==> src/rtl/instr_encoder.sv <==
// Two-stage RISC-V instruction encoder: captures decoded fields, scatters the immediate
// into the format's bit positions and emits the word with a sequential address.
module instr_encoder #(
    parameter int unsigned       ADDR_W    = 32,
    parameter logic [ADDR_W-1:0] BASE_ADDR = '0
) (
    input  logic              clk,
    input  logic              rst,
    input  logic              in_valid,
    output logic              in_ready,
    input  logic [2:0]        fmt,
    input  logic [6:0]        opcode,
    input  logic [4:0]        rd,
    input  logic [4:0]        rs1,
    input  logic [4:0]        rs2,
    input  logic [2:0]        funct3,
    input  logic [6:0]        funct7,
    input  logic [31:0]       imm,
    output logic              out_valid,
    input  logic              out_ready,
    output logic [31:0]       out_instr,
    output logic [ADDR_W-1:0] out_addr,
    output logic              out_err,
    output logic [7:0]        err_count
);

    localparam logic [31:0] Nop = 32'h0000_0013;

    logic        s1_valid;
    logic [2:0]  s1_fmt;
    logic [6:0]  s1_opcode;
    logic [4:0]  s1_rd;
    logic [4:0]  s1_rs1;
    logic [4:0]  s1_rs2;
    logic [2:0]  s1_funct3;
    logic [6:0]  s1_funct7;
    logic [31:0] s1_imm;

    logic        s2_load;
    logic        s1_advance;
    logic        out_fire;
    logic        is_shift;
    logic        enc_err;
    logic [31:0] enc_raw;
    logic [31:0] enc_word;
    logic signed [31:0] imm_s;

    assign s2_load    = !out_valid || out_ready;
    assign s1_advance = s1_valid && s2_load;
    assign in_ready   = !s1_valid || s1_advance;
    assign out_fire   = out_valid && out_ready;

    assign imm_s    = $signed(s1_imm);
    assign is_shift = (s1_opcode == 7'b0010011) && (s1_funct3 == 3'b001 || s1_funct3 == 3'b101);

    always_comb begin
        enc_raw = '0;
        enc_err = 1'b0;
        case (s1_fmt)
            3'd0: enc_raw = {s1_funct7, s1_rs2, s1_rs1, s1_funct3, s1_rd, s1_opcode};
            3'd1: begin
                if (is_shift) begin
                    enc_raw = {s1_funct7, s1_imm[4:0], s1_rs1, s1_funct3, s1_rd, s1_opcode};
                    // Unsigned compare also rejects negative shift amounts.
                    enc_err = s1_imm > 32'd31;
                end else begin
                    enc_raw = {s1_imm[11:0], s1_rs1, s1_funct3, s1_rd, s1_opcode};
                    enc_err = (imm_s < -32'sd2048) || (imm_s > 32'sd2047);
                end
            end
            3'd2: begin
                enc_raw = {s1_imm[11:5], s1_rs2, s1_rs1, s1_funct3, s1_imm[4:0], s1_opcode};
                enc_err = (imm_s < -32'sd2048) || (imm_s > 32'sd2047);
            end
            3'd3: begin
                enc_raw = {s1_imm[12], s1_imm[10:5], s1_rs2, s1_rs1, s1_funct3,
                           s1_imm[4:1], s1_imm[11], s1_opcode};
                enc_err = (imm_s < -32'sd4096) || (imm_s > 32'sd4094) || s1_imm[0];
            end
            3'd4: begin
                enc_raw = {s1_imm[31:12], s1_rd, s1_opcode};
                enc_err = s1_imm[11:0] != 12'd0;
            end
            3'd5: begin
                enc_raw = {s1_imm[20], s1_imm[10:1], s1_imm[11], s1_imm[19:12], s1_rd, s1_opcode};
                enc_err = (imm_s < -32'sd1048576) || (imm_s > 32'sd1048574) || s1_imm[0];
            end
            default: enc_err = 1'b1;
        endcase
        enc_word = enc_err ? Nop : enc_raw;
    end

    always_ff @(posedge clk) begin
        if (rst) begin
            s1_valid  <= 1'b0;
            s1_fmt    <= '0;
            s1_opcode <= '0;
            s1_rd     <= '0;
            s1_rs1    <= '0;
            s1_rs2    <= '0;
            s1_funct3 <= '0;
            s1_funct7 <= '0;
            s1_imm    <= '0;
            out_valid <= 1'b0;
            out_instr <= '0;
            out_err   <= 1'b0;
            out_addr  <= BASE_ADDR;
            err_count <= '0;
        end else begin
            if (in_ready) begin
                s1_valid <= in_valid;
                if (in_valid) begin
                    s1_fmt    <= fmt;
                    s1_opcode <= opcode;
                    s1_rd     <= rd;
                    s1_rs1    <= rs1;
                    s1_rs2    <= rs2;
                    s1_funct3 <= funct3;
                    s1_funct7 <= funct7;
                    s1_imm    <= imm;
                end
            end
            if (s2_load) begin
                out_valid <= s1_valid;
                if (s1_valid) begin
                    out_instr <= enc_word;
                    out_err   <= enc_err;
                end
            end
            if (out_fire) begin
                out_addr <= out_addr + ADDR_W'(4);
                if (out_err && err_count != 8'hff) begin
                    err_count <= err_count + 8'd1;
                end
            end
        end
    end

endmodule

==> config.mk <==
export PLATFORM = sky130hd
export DESIGN_NAME = instr_encoder
export DESIGN_NICKNAME = d
export VERILOG_FILES = /design/src/rtl/instr_encoder.sv
export SDC_FILE = /design/constraint.sdc
export NUM_CORES = 1
export LEC_CHECK = 0
export ABC_AREA = 0
export CELL_PAD_IN_SITES_DETAIL_PLACEMENT = 0
export CELL_PAD_IN_SITES_GLOBAL_PLACEMENT = 2
export CORE_MARGIN = 2
export CORE_UTILIZATION = 30
export CTS_CLUSTER_DIAMETER = 40
export DETAILED_ROUTE_END_ITERATION = 10
export PLACE_DENSITY = 0.9
export SLEW_MARGIN = 20
export SYNTH_ARGS = -nofsm -noshare
export SYNTH_HDL_FRONTEND = slang
export SYNTH_SLANG_ARGS = --single-unit
==> constraint.sdc <==
create_clock -name clk -period 5.4 [get_ports clk]
set_clock_uncertainty 0.1 [all_clocks]
set_input_delay 1.08 -clock clk [delete_from_list [all_inputs] [get_ports clk]]
set_output_delay 1.08 -clock clk [all_outputs]
set_load 0.05 [all_outputs]
==> results.ini, run 1 <==
[critical_path]
endpoint=in_ready
crit_fanout=5
path_common_cell=clkdlybuf4s50_1
rr_endpoint=out_instr[13]$_SDFFE_PP0P_
cp_slowest_stage_delay_ns=0.73
crit_required_ns=4.22
crit_slowest_cell=clkdlybuf4s50_1
path_cells=clkdlybuf4s50_1 -> nor2b_1 -> nand2_1 -> clkdlybuf4s50_1
rr_worst_depth=6
crit_path_end_kind=output port
startpoint_type=input port
reg2reg_slack_ns=2.21
worstPathArrival_ns=2.68
setup.worst_path.start=out_ready
critPathKind=input port to output port
r2r-start=s1_fmt[2]$_SDFFE_PP0P_

[power_and_ir_drop]
power_w=0.00263
power_leakage_nw=2.84
power_switching_w=0.000624
p_comb_frac=0.095
p_sw_frac=0.237
clkPwrFrac=0.481
peakVddDrop_uv=217
internal_power_w=0.00201
power_density_nw_per_um2=323
p_seq_frac=0.423

[route]
via_count=5295
wl_per_cell_um=14.9
viasPerCell=4.70
first_iter_violations=235
drc=0
dr.pass1.iters=4
ant_nets=0
drt_wl_total_um=16800

[yosys]
synth_xor_xnor_area_share=0.0459
synthCells=729
synthAdderAreaFrac=0.00423
ys_seq_elements=140
ys.warnings.count=0
yosys.area_share.simple=0.256
synth_edf_count=0
synthDistinctLibCells=49
synth-compound-area-share=0.160
syn-cell-area_sq_um=5920
avgSynthCellArea_sq_um=8.12
async_flop_share=0
yosys-mux-area-fraction=0.0169
synth-main-ff-cell=dfxtp_1
synth_top_family_by_area=simple AND/OR/NAND/NOR gates
ys_seq_area_frac=0.474

[clocking]
cts_max_level=4
path_clk_slew_ns=0.06
clk_path_buf_depth=2
hold_buffers=0
cts_tree=yes
cts_setup_buffers=0
cts-buffers-inserted=17
numClockSinks=140
root_buffer=clkbuf_16
clk_latency_ns=0.42
ctsResizeCount=0

[die]
num_rows=51
ioPinCount=146
start_util=0.305
dieHeight_um=144
die-area_sq_um=20900
die_width_um=144
coreArea_sq_um=19400

[timing]
tns_ns=0
maxSlewHeadroom=0.355
rsz0062_at_grt=no
period_share=0.714
finalHoldViolCount=0
setup_violations=0
period_needed_ns=3.86
slew_violations=0
worstMarginPinSlew_ns=0.967
fmax_mhz=259

[run]
drv_cap=0

[grt]
grt_pass1_vias=5043
antenna_found_initial=0
gr-total-overflow=0
grt_max_degree=87
grt_use_total=0.163
grt_pass1_wl_um=26400

[layout]
num-fill-cells=2027
area_growth_pct=37.8
num-nets-final=922
drive_above_1_share=0.0755
diodes=0
fin_area_sq_um=8150

[placement]
routabilityCongestion=0.838
port_buffers=143
hpwl_um=11900
dpl_cell_area_sq_um=7510

[hold_path]
hp-class=flip-flop to flip-flop

[outcome]
status=finished, final reports clean

per-stage QoR:
step	hold WS (ns)	worst slack [ns]	utilization	std cells
floorplan	0.336	2.58	-	730
global placement	0.336	1.51	0.387	1095
detailed placement	0.341	1.52	0.387	1095
CTS	0.355	1.52	0.420	1126
global route	0.370	1.44	0.420	1126
finish	0.351	1.54	0.420	1126
how the worst min path moves through the flow:
| stage | startpoint | end | cells after the start |
|---|---|---|---|
| after CTS | out_instr[14]$_SDFFE_PP0P_ | out_instr[14]$_SDFFE_PP0P_ | 2 |
| after floorplan | s1_funct3[2]$_SDFFE_PP0P_ | s1_funct3[2]$_SDFFE_PP0P_ | 2 |
| after detailed placement | out_instr[14]$_SDFFE_PP0P_ | out_instr[14]$_SDFFE_PP0P_ | 2 |
| after global placement | out_instr[18]$_SDFFE_PP0P_ | out_instr[18]$_SDFFE_PP0P_ | 2 |
| after global routing | out_instr[30]$_SDFFE_PP0P_ | out_instr[30]$_SDFFE_PP0P_ | 2 |
| final | out_instr[6]$_SDFFE_PP0P_ | out_instr[6]$_SDFFE_PP0P_ | 2 |
cells by family after synthesis:
logic type,after synthesis
flip-flops,140
other,1
AO/OA/AOI/OAI,150
AND/OR/NAND/NOR,336
multiplexers,10
buffers and inverters,59
adder cells (fa/ha/maj),2
XOR/XNOR,31
cell type report:
cell class                      count  area (sq um)  share of cell area
Clock buffer                       20           447              0.0548
Timing Repair Buffer              146          1450               0.178
Inverter                           13          48.8             0.00598
Tap cell                          265           332              0.0407
Multi-Input combinational cell    531          2880               0.353
Sequential cell                   140          2800               0.344
Clock inverter                     11           193              0.0236
per-layer routing:
metal / track usage / vias to the layer above / routed length (um)
met1: 0.206 / 2415 / 7680
met5: 0 / - / 0
met3: 0.0695 / 13 / 1390
met2: 0.258 / 129 / 7570
met4: 0.0393 / 0 / 178
li1: - / 2738 / -
critical path, delay by kind of cell:
| family | cells | cell delay (ns) |
|---|---|---|
| buffers and inverters | 2 | 1.18 |
| AND/OR/NAND/NOR | 2 | 0.41 |
flip-flops by register name, summed over array words and instances (netlist names):
name       cells
out_addr      30
imm_s         32
s1_valid       1
out_valid      1
s1_funct3      3
out_err        1
s1_rs1         5
s1_funct7      7
s1_fmt         3
s1_rs2         5
out_instr     32
s1_opcode      7
s1_rd          5
err_count      8
power by group through the flow:
stage / Clock (W) / Sequential [W] / Combinational (W)
after floorplan: 0 / 0.00115 / 0.000130
after global placement: 0 / 0.00114 / 0.000252
after detailed placement: 0 / 0.00114 / 0.000254
after CTS: 0.00130 / 0.00111 / 0.000254
after global routing: 0.00134 / 0.00112 / 0.000274
final: 0.00127 / 0.00111 / 0.000251
cells in the final DEF, fill, tap and decap left out, drive strengths merged, types with 10 or more instances in the layout:
cell	instances
a21oi	79
a221oi	12
clkbuf	20
clkdlybuf4s50	142
dfxtp	140
inv	13
mux2i	10
nand2	184
nand3	18
nand4	17
nor2	59
nor3	12
o21ai	34
xnor2	16
xor2	15
synthesized netlist by cell type, types with 2 or more instances:
master | instances | area, sq um
clkbuf_1 | 32 | 120
o21a_1 | 2 | 15.0
a221oi_1 | 12 | 105
nor2_1 | 59 | 221
a21oi_1 | 79 | 395
o21ai_2 | 20 | 175
nand3_1 | 17 | 85.1
and2_1 | 8 | 50.1
buf_1 | 6 | 22.5
a211oi_1 | 6 | 45.0
xnor2_1 | 16 | 140
nor3_1 | 11 | 55.1
inv_1 | 13 | 48.8
or4_1 | 2 | 15.0
and3_1 | 5 | 31.3
mux2i_1 | 10 | 100
buf_2 | 4 | 20.0
nand4_1 | 17 | 106
buf_6 | 2 | 22.5
nor4_1 | 6 | 37.5
buf_4 | 2 | 15.0
nor4_2 | 2 | 25.0
o21ai_0 | 14 | 70.1
or3_1 | 6 | 37.5
and4_1 | 4 | 35.0
a22oi_1 | 8 | 60.1
dfxtp_1 | 140 | 2800
nand2_1 | 184 | 691
nand2b_1 | 2 | 12.5
ha_1 | 2 | 25.0
xor2_1 | 15 | 131
nor2b_1 | 6 | 37.5
(Power assumes the default switching activity.)
==> inputs of run 2 (changes only) <==
- CORE_UTILIZATION: 30 -> 28
- PLACE_DENSITY: 0.9 -> 0.85
- clock period: 5.4 -> 3.7 ns (I/O delays scaled with it)
==> run 2 against run 1 <==
Core utilization down 2.9 points. Final area up 0.20%. Setup slack worse by 1.1 ns. Register-to-register slack worse by 1.3 ns. Flip-flop and latch count unchanged. Power up 40%. Sequential power up 46%. Count of clock-buffer cells in the layout down 1. Worst hold slack better by 0.0018 ns. First-iteration DRC count up 3.4%. Critical path type unchanged. Critical endpoint unchanged. Largest power group unchanged.
==> results.ini, run 2 (synthesized netlist as in run 1, its figures left out) <==
[timing]
fmax_mhz=312
tns_ns=0  ; unchanged
finalHoldViolCount=0  ; unchanged
period_share=0.867
rsz0062_at_grt=no
setup_violations=0  ; unchanged
slew_violations=0  ; unchanged
period_needed_ns=3.21
worstMarginPinSlew_ns=0.968  ; +0.00149 ns
finalWorstSetupSlack_ns=0.492  ; -1.05 ns
maxSlewHeadroom=0.353  ; -0.00144

[layout]
drive_above_1_share=0.0829  ; +0.00746
num-fill-cells=2172  ; +7.2%
area_growth_pct=38.1
regArea_sq_um=2800  ; unchanged
multi_input_area_sq_um=2880  ; -0.17%
mostFrequentLayoutCells=nand2_1, clkdlybuf4s50_1, dfxtp_1
diodes=0  ; unchanged
layout_commonest_cell=nand2_1
num-nets-final=928  ; +0.65%

[clocking]
cts_tree=yes
path_clk_slew_ns=0.06  ; about the same
hold_buffers=0  ; unchanged
clk_path_buf_depth=2  ; unchanged
clk_latency_ns=0.42  ; about the same
ctsResizeCount=0  ; unchanged
cts_max_level=4  ; unchanged
root_buffer=clkbuf_16
numClockSinks=140  ; unchanged
cts-buffers-inserted=17  ; unchanged
cts_setup_buffers=0  ; unchanged

[critical_path]
critPathKind=input port to output port
critPathBufInv=2  ; unchanged
cp_num_cells=4  ; unchanged
path_common_cell=clkdlybuf4s50_1
crit_slowest_cell=clkdlybuf4s50_1
reg2reg_slack_ns=0.91  ; -1.30 ns
setup.worst_path.start=out_ready
endpoint=in_ready
rr_worst_depth=7  ; +1
path_cells=clkdlybuf4s50_1 -> nor2b_1 -> nand2_1 -> clkdlybuf4s50_1
critPathTopFamily=buffers and inverters
worstPathArrival_ns=2.37  ; -0.31 ns
cp_slowest_stage_delay_ns=0.72  ; about the same
crit_fanout=5  ; unchanged
startpoint_type=input port
crit_path_end_kind=output port
r2r-start=s1_fmt[1]$_SDFFE_PP0P_
crit_required_ns=2.86  ; -1.36 ns
rr_endpoint=out_instr[14]$_SDFFE_PP0P_

[run]
drv_cap=0  ; unchanged

[die]
dieHeight_um=149  ; +3.4%
start_util=0.283  ; -0.0218
die-area_sq_um=22300  ; +6.9%
num_rows=53  ; +3.9%
die_width_um=149  ; +3.4%
coreArea_sq_um=20900  ; +7.7%
ioPinCount=146  ; unchanged

[power_and_ir_drop]
power_leakage_nw=2.84  ; +0.16%
peakVddDrop_uv=294  ; +36%
power_density_nw_per_um2=450  ; +39%

[grt]
grt_use_total=0.157  ; -0.00583
gr-total-overflow=0  ; unchanged
antenna_found_initial=1  ; +1
grt_max_degree=68  ; -22%
grt_pass1_vias=5015  ; -0.56%
grt_pass1_wl_um=27300  ; +3.4%

[route]
first_iter_violations=243  ; +3.4%
viasPerCell=4.64  ; -1.3%
drt_wl_total_um=17300  ; +2.7%
ant_nets=0  ; unchanged
via_count=5304  ; +0.17%
wl_per_cell_um=15.1  ; +1.2%
drc=0  ; unchanged
dr.pass1.iters=4  ; unchanged

[placement]
port_buffers=143  ; unchanged
routabilityCongestion=0.795  ; -5.1%
hpwl_um=12200  ; +1.9%
dpl_worst_slack_ns=0.476  ; -1.04 ns

[outcome]
status=finished, final reports clean

[hold_path]
hp-class=flip-flop to flip-flop
hold-path-cell-count=2  ; unchanged

[run 2: changes by cell type in the layout (fill, tap and decap cells not counted)]
| cell | change |
|---|---|
| buf_4 | +4 |
| bufinv_16 | -3 |
| clkinv_4 | +3 |
| buf_12 | +2 |
| clkbuf_8 | -1 |
| clkinvlp_4 | +1 |
| inv_6 | +1 |
| nor2_2 | +1 |
| nor2_4 | -1 |
[run 2: layout make-up]
type / instances / share of cell area
inverters: 13 / 0.00597
repair buffers: 152 / 0.186
flip-flops and latches: 140 / 0.343
clock inverters: 13 / 0.0178
well taps: 275 / 0.0421
clock buffers: 19 / 0.0530
multi-input cells: 531 / 0.352
[run 2: worst min path at each step]
stage	start	end	slack, ns
2_1_floorplan	s1_funct3[2]$_SDFFE_PP0P_	s1_funct3[2]$_SDFFE_PP0P_	0.34
3_3_place_gp	out_instr[18]$_SDFFE_PP0P_	out_instr[18]$_SDFFE_PP0P_	0.34
3_5_place_dp	out_instr[15]$_SDFFE_PP0P_	out_instr[15]$_SDFFE_PP0P_	0.35
4_1_cts	s1_rs1[2]$_SDFFE_PP0P_	s1_rs1[2]$_SDFFE_PP0P_	0.36
5_1_grt	out_instr[21]$_SDFFE_PP0P_	out_instr[21]$_SDFFE_PP0P_	0.37
6_report	out_instr[24]$_SDFFE_PP0P_	out_instr[24]$_SDFFE_PP0P_	0.35
[run 2: where the power goes]
| group | total, W | leakage, nW | internal, W | switching (W) |
|---|---|---|---|---|
| combinational | 0.000377 | 1.43 | 0.000163 | 0.000213 |
| clock | 0.00168 | 0.274 | 0.000997 | 0.000681 |
| sequential | 0.00162 | 1.14 | 0.00156 | 0.0000583 |
| total | 0.00368 | 2.84 | 0.00272 | 0.000953 |
[run 2: metal layers]
metal	wire [um]	vias to the layer above	track usage
li1	-	2736	-
met3	1330	8	0.0664
met2	7890	116	0.250
met4	101	2	0.0338
met5	11	-	0
met1	7940	2442	0.199
[run 2: tightest hold or removal path: cells and delay by family, from the launching register on]
kind             cells  cell delay (ns)
AND/OR/NAND/NOR      1             0.06
AO/OA/AOI/OAI        1             0.04
flip-flops           1             0.32
[run 2: through the flow]
step	total power, W	hold slack, ns	cell area [sq um]	instances	util
6_report	0.00368	0.353	8170	1143	0.391
5_1_grt	0.00383	0.369	8170	1143	0.391
4_1_cts	0.00372	0.357	8170	1143	0.391
3_5_place_dp	0.00204	0.347	7590	1111	0.363
3_3_place_gp	0.00203	0.336	7590	1111	0.363
2_1_floorplan	0.00186	0.336	5920	730	-
==> inputs of run 3 (changes only) <==
- SLEW_MARGIN: 20 -> 0
==> results of run 3 <==
The final DEF is identical to that of run 2; final timing and power are the same.
